[config.mk]
export PLATFORM = sky130hd
export DESIGN_NAME = my_uart_tx
export DESIGN_NICKNAME = d
export VERILOG_FILES = /design/src/rtl/uart_pkg.sv /design/src/rtl/uart_bps_gen.sv /design/src/rtl/my_uart_tx.sv
export SDC_FILE = /design/constraint.sdc
export NUM_CORES = 1
export LEC_CHECK = 0
export CAP_MARGIN = 10
export CORE_UTILIZATION = 50
export CTS_BUF_LIST = sky130_fd_sc_hd__clkbuf_16
export CTS_CLUSTER_SIZE = 25
export DETAILED_ROUTE_END_ITERATION = 10
export DONT_BUFFER_PORTS = 1
export PLACE_DENSITY = 0.67
export REMOVE_ABC_BUFFERS = 1
export SLEW_MARGIN = 15
export SYNTH_ARGS = -nofsm -noshare
export SYNTH_HDL_FRONTEND = slang
export SYNTH_HIERARCHICAL = 1
export SYNTH_SLANG_ARGS = --single-unit
[constraint.sdc]
create_clock -name clk -period 2 [get_ports clk]
set_input_delay 0 -clock clk [delete_from_list [all_inputs] [get_ports clk]]
set_output_delay 0 -clock clk [all_outputs]
set_load 0.01 [all_outputs]
[src/rtl/uart_pkg.sv]
// rtl/uart_pkg.sv - shared UART states, frame constants and baud divisor helper
package uart_pkg;

    // Transmit FSM states, in frame order.
    typedef enum logic [2:0] {
        IDLE   = 3'd0,
        START  = 3'd1,
        DATA   = 3'd2,
        PARITY = 3'd3,
        STOP   = 3'd4
    } tx_state_t;

    localparam int DATA_W = 8;

    // Clocks per bit, truncated.
    function automatic int bps_div(input int clk_freq, input int baud);
        return clk_freq / baud;
    endfunction

endpackage

[src/rtl/uart_bps_gen.sv]
// rtl/uart_bps_gen.sv - bit-period tick generator driven by the bps_start handshake
module uart_bps_gen #(
    parameter int DIV = 5208
) (
    input  logic clk,
    input  logic rst_n,
    input  logic bps_start,
    output logic clk_bps
);

    localparam int CW = (DIV > 1) ? $clog2(DIV) : 1;
    localparam logic [CW-1:0] LAST = CW'(DIV - 1);

    logic [CW-1:0] cnt;

    // Count 0..DIV-1 while a frame is running; parked at 0 otherwise.
    always_ff @(posedge clk or negedge rst_n) begin
        if (!rst_n) begin
            cnt <= '0;
        end else if (!bps_start || cnt == LAST) begin
            cnt <= '0;
        end else begin
            cnt <= cnt + 1'b1;
        end
    end

    assign clk_bps = bps_start && (cnt == LAST);

endmodule

[src/rtl/my_uart_tx.sv]
// rtl/my_uart_tx.sv - byte-wide RS232 transmitter with one-deep holding register
module my_uart_tx
    import uart_pkg::*;
#(
    parameter int CLK_FREQ   = 50_000_000,
    parameter int BAUD       = 9600,
    parameter int PARITY_EN  = 0,
    parameter int PARITY_ODD = 0,
    parameter int STOP_BITS  = 1
) (
    input  logic              clk,
    input  logic              rst_n,
    input  logic [DATA_W-1:0] tx_data,
    input  logic              tx_valid,
    output logic              tx_ready,
    output logic              rs232_tx,
    output logic              tx_busy,
    output logic              tx_done
);

    localparam int   DIV    = bps_div(CLK_FREQ, BAUD);
    localparam logic PAR_EN = (PARITY_EN != 0);
    localparam logic ODD    = (PARITY_ODD != 0);
    localparam logic [3:0] LAST_BIT = 4'(DATA_W - 1);

    if (DIV < 4) begin : g_bad_div
        $error("my_uart_tx: CLK_FREQ/BAUD must be at least 4");
    end
    if (STOP_BITS != 1 && STOP_BITS != 2) begin : g_bad_stop
        $error("my_uart_tx: STOP_BITS must be 1 or 2");
    end

    tx_state_t         state, state_d;
    logic [DATA_W-1:0] hold, hold_d;
    logic              hold_empty, hold_empty_d;
    logic [DATA_W-1:0] shift, shift_d;
    logic [3:0]        bit_cnt, bit_cnt_d;
    logic              stop_cnt, stop_cnt_d;
    logic              par, par_d;
    logic              line, line_d;
    logic              bps_start, bps_start_d;
    logic              done, done_d;
    logic              clk_bps;
    logic              load;
    logic              stop_last;

    uart_bps_gen #(.DIV(DIV)) u_bps (
        .clk       (clk),
        .rst_n     (rst_n),
        .bps_start (bps_start),
        .clk_bps   (clk_bps)
    );

    assign stop_last = (STOP_BITS == 2) ? stop_cnt : 1'b1;

    // Next-state logic: frame sequencing, reload from the holding register, byte acceptance.
    always_comb begin
        state_d      = state;
        hold_d       = hold;
        hold_empty_d = hold_empty;
        shift_d      = shift;
        bit_cnt_d    = bit_cnt;
        stop_cnt_d   = stop_cnt;
        par_d        = par;
        line_d       = line;
        bps_start_d  = bps_start;
        done_d       = 1'b0;
        load         = 1'b0;

        case (state)
            IDLE: begin
                if (!hold_empty) begin
                    load        = 1'b1;
                    line_d      = 1'b0;
                    bps_start_d = 1'b1;
                    state_d     = START;
                end
            end
            START: begin
                if (clk_bps) begin
                    line_d    = shift[0];
                    bit_cnt_d = 4'd0;
                    state_d   = DATA;
                end
            end
            DATA: begin
                if (clk_bps) begin
                    if (bit_cnt == LAST_BIT) begin
                        if (PAR_EN) begin
                            line_d  = par;
                            state_d = PARITY;
                        end else begin
                            line_d     = 1'b1;
                            stop_cnt_d = 1'b0;
                            state_d    = STOP;
                        end
                    end else begin
                        shift_d   = {1'b0, shift[DATA_W-1:1]};
                        line_d    = shift[1];
                        bit_cnt_d = bit_cnt + 4'd1;
                    end
                end
            end
            PARITY: begin
                if (clk_bps) begin
                    line_d     = 1'b1;
                    stop_cnt_d = 1'b0;
                    state_d    = STOP;
                end
            end
            STOP: begin
                if (clk_bps) begin
                    if (stop_last) begin
                        done_d = 1'b1;
                        if (!hold_empty) begin
                            // Back-to-back: the next start bit begins on this edge.
                            load    = 1'b1;
                            line_d  = 1'b0;
                            state_d = START;
                        end else begin
                            line_d      = 1'b1;
                            bps_start_d = 1'b0;
                            state_d     = IDLE;
                        end
                    end else begin
                        stop_cnt_d = 1'b1;
                    end
                end
            end
            default: begin
                line_d      = 1'b1;
                bps_start_d = 1'b0;
                state_d     = IDLE;
            end
        endcase

        // A reload only happens with the register full, so it never collides with acceptance.
        if (load) begin
            shift_d      = hold;
            par_d        = (^hold) ^ ODD;
            hold_empty_d = 1'b1;
        end else if (tx_valid && hold_empty) begin
            hold_d       = tx_data;
            hold_empty_d = 1'b0;
        end
    end

    // State and datapath registers; reset aborts any frame and drops a pending byte.
    always_ff @(posedge clk or negedge rst_n) begin
        if (!rst_n) begin
            state      <= IDLE;
            hold       <= '0;
            hold_empty <= 1'b1;
            shift      <= '0;
            bit_cnt    <= 4'd0;
            stop_cnt   <= 1'b0;
            par        <= 1'b0;
            line       <= 1'b1;
            bps_start  <= 1'b0;
            done       <= 1'b0;
        end else begin
            state      <= state_d;
            hold       <= hold_d;
            hold_empty <= hold_empty_d;
            shift      <= shift_d;
            bit_cnt    <= bit_cnt_d;
            stop_cnt   <= stop_cnt_d;
            par        <= par_d;
            line       <= line_d;
            bps_start  <= bps_start_d;
            done       <= done_d;
        end
    end

    assign tx_ready = hold_empty;
    assign rs232_tx = line;
    assign tx_busy  = (state != IDLE);
    assign tx_done  = done;

endmodule

* Word level (Yosys, flattened, before mapping)
Cells that the tools add are included.
** Storage, ports and cells
- Bits in registers :: 40
- Bits of input ports :: 11
- Output and inout port bits :: 4
- Word-level logic and storage cells :: 81
** Operators by class
- Add/sub/neg operators :: 2
- Equal/unequal tests :: 15
- Muxes and demuxes :: 36
- Bitwise operators :: 2
- Reduce and logical (&&, ||, !) cells :: 17
** Operator list (number)
- 8-bit 2-to-1 mux :: 4
- 3-bit 2-to-1 mux :: 6
- 2-bit != test, second input constant :: 9
- 1-bit 2-to-1 mux :: 17
- 3-bit case mux with 5 select lines :: 1
- 13-bit by 1-bit adder with 13-bit output, second input constant :: 1
- 13-bit equality test, second input constant :: 1
- 13-bit 2-to-1 mux :: 1
- 4-bit 2-to-1 mux :: 3
- 4-bit case mux with 2 select lines :: 1
- 4-bit AND reduction :: 2
- 2-bit nonzero test :: 4
- 3-bit by 2-bit equality test with 1-bit output, second input constant :: 2
- 6-bit AND reduction :: 1
- 1-bit case mux with 5 select lines :: 1
- 5-bit AND reduction :: 1
- 4-bit by 1-bit adder with 4-bit output, second input constant :: 1
- 4-bit by 3-bit equality test with 1-bit output, second input constant :: 1
- 3-bit by 1-bit equality test with 1-bit output, second input constant :: 1
- 3-bit equality test, second input constant :: 1
- 3-bit logical NOT :: 1
- 1-bit case mux with 3 select lines :: 1
- 3-bit AND reduction :: 1
- 3-bit nonzero test :: 1
- other kinds (7) :: 9

* Logic depth before layout (Yosys ltp)
- Depth in word-level cells :: 6
- Gate-level depth with buffers :: 9
- Depth with buffers taken out :: 7

* Modules after synthesis
The synthesis kept the hierarchy.
** By module, submodules not included
- my_uart_tx :: times used 1, cells each 112, area each 1231.2 um2, sequential area each 678.2 um2
- uart_bps_gen :: times used 1, cells each 69, area each 713.2 um2, sequential area each 325.3 um2

* Worst setup path after synthesis
No wires, ideal clock.
- Path type :: flip-flop to flip-flop
- From :: reg u_bps.cnt[8]
- To :: reg bit_cnt[3]
- Library setup time :: 77 ps
- Data arrival time :: 2144 ps
- Required time :: 1923 ps
- Path slack :: -222 ps
- Stages on the path, launching flop included :: 8
- Path buffers :: 1
- Clock period less this slack :: 2222 ps
- Cells stage by stage :: dfrtp_1 or4b_4 nor4_1 buf_4 and4bb_4 nand4_1 or3_1 a21oi_1
** On the way
- Cells in the longest elaborated chain, start to end :: 4
- Elaborated cells between the ends (all ways) :: 5
- Those cells by class :: eq/ne (3); reduce/logical (2)
** Ends and longest elaborated chain
- start, declared :: line uart_bps_gen.sv:14 : logic [CW-1:0] cnt;
- start signal, assigned :: line uart_bps_gen.sv:23 : cnt <= cnt + 1'b1;
- 13-bit equality test (*) :: line uart_bps_gen.sv:27 : assign clk_bps = bps_start && (cnt == LAST);
- 1-bit logical AND (*) :: line uart_bps_gen.sv:27
- via clk_bps :: line my_uart_tx.sv:43 : logic clk_bps;
- 2-bit != test (no source line)
- 4-bit AND reduction (no source line) (*)
- end signal, assigned :: line my_uart_tx.sv:166 : bit_cnt <= bit_cnt_d;
- end, declared :: line my_uart_tx.sv:37 : logic [3:0] bit_cnt, bit_cnt_d;
The timed path passes the listed nets; every way through them passes the cells marked *.
A chain may end at the register's enable or synchronous reset.

* Worst setup path after layout
- From :: reg u_bps.cnt[9]
- To :: reg bit_cnt[3]
The elaborated chain is that of the path after synthesis.

==> metrics <==
routed vias=1489; count of final hold-check violations=0; final worst path period need=2.101 ns; H-tree Lvls=2; CTS clk-pin slew, worst paths=0.06 ns; Synth-to-Final Area Change=26.32%; max incr delay on CP=0.56 ns; initial antenna violation count=0; post-layout util=0.6659; Net Sw Frac=0.3125; EDFF count, synth=0; Final WS setup=-0.1012 ns; routed wire length per instance=15.59 um; Slew Viols, Final=0; maximum vdd drop=662.6 uV; vias in the first global route=1483; Startpoint Class=flip-flop; largest net degree at the start of global routing=41; Leak=1.064 nW; failing checks=negative setup slack; Power Density=1216 mW/mm2; largest fanout on the critical path=3; WS Path Type=reg2reg; nets@finish=224; grt total ovfl=0; GP Congestion=0.8053; full die area=0.004142 mm2; Non-Filler Instances=260; DRT antenna net count=0; Critical Path AT=2.31 ns; Initial DRC Count=61; Via density=5.727; Internal=2.054 mW; DIE WIDTH=64.36 um; fmax=475.9 MHz; CP cell instances=or4b_4 -> nor4_4 -> and4bb_4 -> nand4_1 -> or3_4 -> a21oi_2; Final TNS setup=-0.3767 ns; HP Class=in2async; Cell Area, Synth=0.001944 mm2; CTS Buf Count=5; first-pass GRT wire length=6824 um; Synth warnings=6; Least-Margin Pin Slew=0.4437 ns; Synth Area per Inst=10.74 um2; core box area=0.003689 mm2; final hold slack=0.1742 ns; ANT cells=0; Synth Register Bits=40; HPWL after detailed placement=2505 um; clk sink count=40; Max-slew headroom=0.7015; Clock Skews=0.005357 ns; Pre-antenna DRT Iters=4; I/O pins=15; worst-skew pair later-pin latency=0.28 ns; Bufs on Longest Clock Path=2; CTS tree=done; register area share after synthesis=0.5161; WP data required=2.21 ns; Std-Cell Rows=22; Max-Cap Viols=0; port buffer count=0; Mapped Cells=181; status=finished with violations; clock share of power=0.303; part of the power in combinational logic=0.263; Crit-path slowest cell=or4b_4; Sequential Power Share=0.434; post-synth cell types=42; placed cell count=235; Starting Density=0.5271; endpoints failing setup=10; prevailing post-synth register cell=dfrtp_1; Reg2Reg Depth=6; All-Layer GR Usage=0.2180; Final Cycle Share=1.051; Synth async-reset ratio=1.000; Worst setup EP type=flip-flop; RSZ-0062 raised after global routing=yes; Final Power=2.988 mW; share of cells above drive strength 1=0.2830; P_sw=933.5 uW; Die Span Y=64.36 um; Post-Route WL=4053 um; DRC violations left=0; Root Buffer=clkbuf_16
==> power by group through the flow <==
stage               registers [mW]  logic (mW)  clock network, mW
floorplan                     1.27       0.534                  0
global placement              1.28       0.696                  0
detailed placement            1.30       0.726                  0
CTS                           1.29       0.776              0.910
global route                  1.33       0.907              0.947
finish                        1.30       0.787              0.905
==> cell usage in the layout, fill, tap and decap left out, types with 7 or more instances in the layout <==
cell           netlist  routed
a21oi_1             12      11
a21oi_2              6       7
buf_4                2      17
dfrtp_1             38      38
dlygate4sd3_1        0      10
inv_1                7       7
mux2_2               8       8
mux2i_1              8       8
nand2_1             11      11
nand3_1              7       7
nor2_1              11      10
o21ai_0             12      10
==> path summary, 6_finish.rpt <==
check | startpoint | end | slack (ns)
hold / removal | rst_n | state[2] | 0.17
hold reg to reg | hold[4] | hold[4] | 0.51
max in group asynchronous | rst_n | tx_ready | 1.58
min in group clk | tx_valid | hold[6] | 0.23
setup reg to reg | u_bps/cnt[9] | bit_cnt[3] | -0.10
setup / recovery | u_bps/cnt[9] | bit_cnt[3] | -0.10
==> sequential cells by signal, summed over array words and instances (netlist names) <==
name / count
hold: 8
shift: 8
state: 3
bit_cnt: 4
bps_start: 1
rs232_tx: 1
u_bps/cnt: 13
tx_ready: 1
tx_done: 1
==> repair_timing <==
item                       4_1_cts  5_1_grt
buffers inserted                 2        3
gates resized for setup          3       11
setup endpoints to repair       14       15
hold buffers                    11        0
pin swaps                        2        3
cloned                           0        1
hold endpoints to repair        49        0
==> layer usage <==
layer / vias up / part of all wire / wire length, um / GRT usage
li1: 718 / - / - / -
met1: 729 / 0.46 / 1858 / 0.2793
met2: 31 / 0.48 / 1941 / 0.3500
met3: 11 / 0.034 / 137 / 0.05000
met4: 0 / 0.028 / 115 / 0.09722
met5: - / 0 / 0 / 0
==> area by class of cell <==
class | instances | area, um2
clock buffer | 5 | 125.1
timing repair buffer | 30 | 270.3
sequential | 40 | 1003
multi-input combinational | 127 | 928.4
fill | 289 | 1232
tap | 48 | 60.06
inverter | 7 | 26.28
clock inverter | 3 | 42.54
==> cell usage after synthesis (all sizes together) (3+ instances only) <==
library cell / number / area, um2
a21oi: 18 / 112.6
buf: 6 / 41.28
dfrtp: 38 / 950.9
inv: 7 / 26.28
mux2: 8 / 90.09
mux2i: 8 / 80.08
nand2: 11 / 41.29
nand2b: 3 / 21.27
nand3: 7 / 35.03
nand3b: 3 / 22.52
nand4: 4 / 25.02
nor2: 15 / 66.31
nor3: 4 / 25.02
o21ai: 13 / 68.82
o31ai: 5 / 51.30
or3: 6 / 37.54
or4: 3 / 22.52
==> cell families (layout without fill, tap and decap cells) <==
| group | Yosys count | in the layout | synth area share |
|---|---|---|---|
| adder cells (fa/ha/maj) | 2 | 2 | 0.01287 |
| flip-flops | 40 | 40 | 0.5161 |
| buffers and inverters | 15 | 45 | 0.03861 |
| AO/OA/AOI/OAI | 39 | 39 | 0.1313 |
| multiplexers | 16 | 16 | 0.08752 |
| XOR/XNOR | 3 | 3 | 0.01352 |
| AND/OR/NAND/NOR | 66 | 67 | 0.2001 |
==> critical path: cells and delay by family (launching register included) <==
| family | cells | cell delay [ns] |
|---|---|---|
| AO/OA/AOI/OAI | 1 | 0.15 |
| flip-flops | 1 | 0.38 |
| AND/OR/NAND/NOR | 5 | 1.50 |
==> metrics by stage <==
step | setup slack, ns | cell area [um2]
global route | -0.1648 | 2456
finish | -0.1012 | 2456
detailed placement | -0.3062 | 2061
global placement | -0.1815 | 2061
CTS | -0.08889 | 2382
floorplan | -0.7005 | 1896
Note: power is estimated with default switching activity, not from simulation.
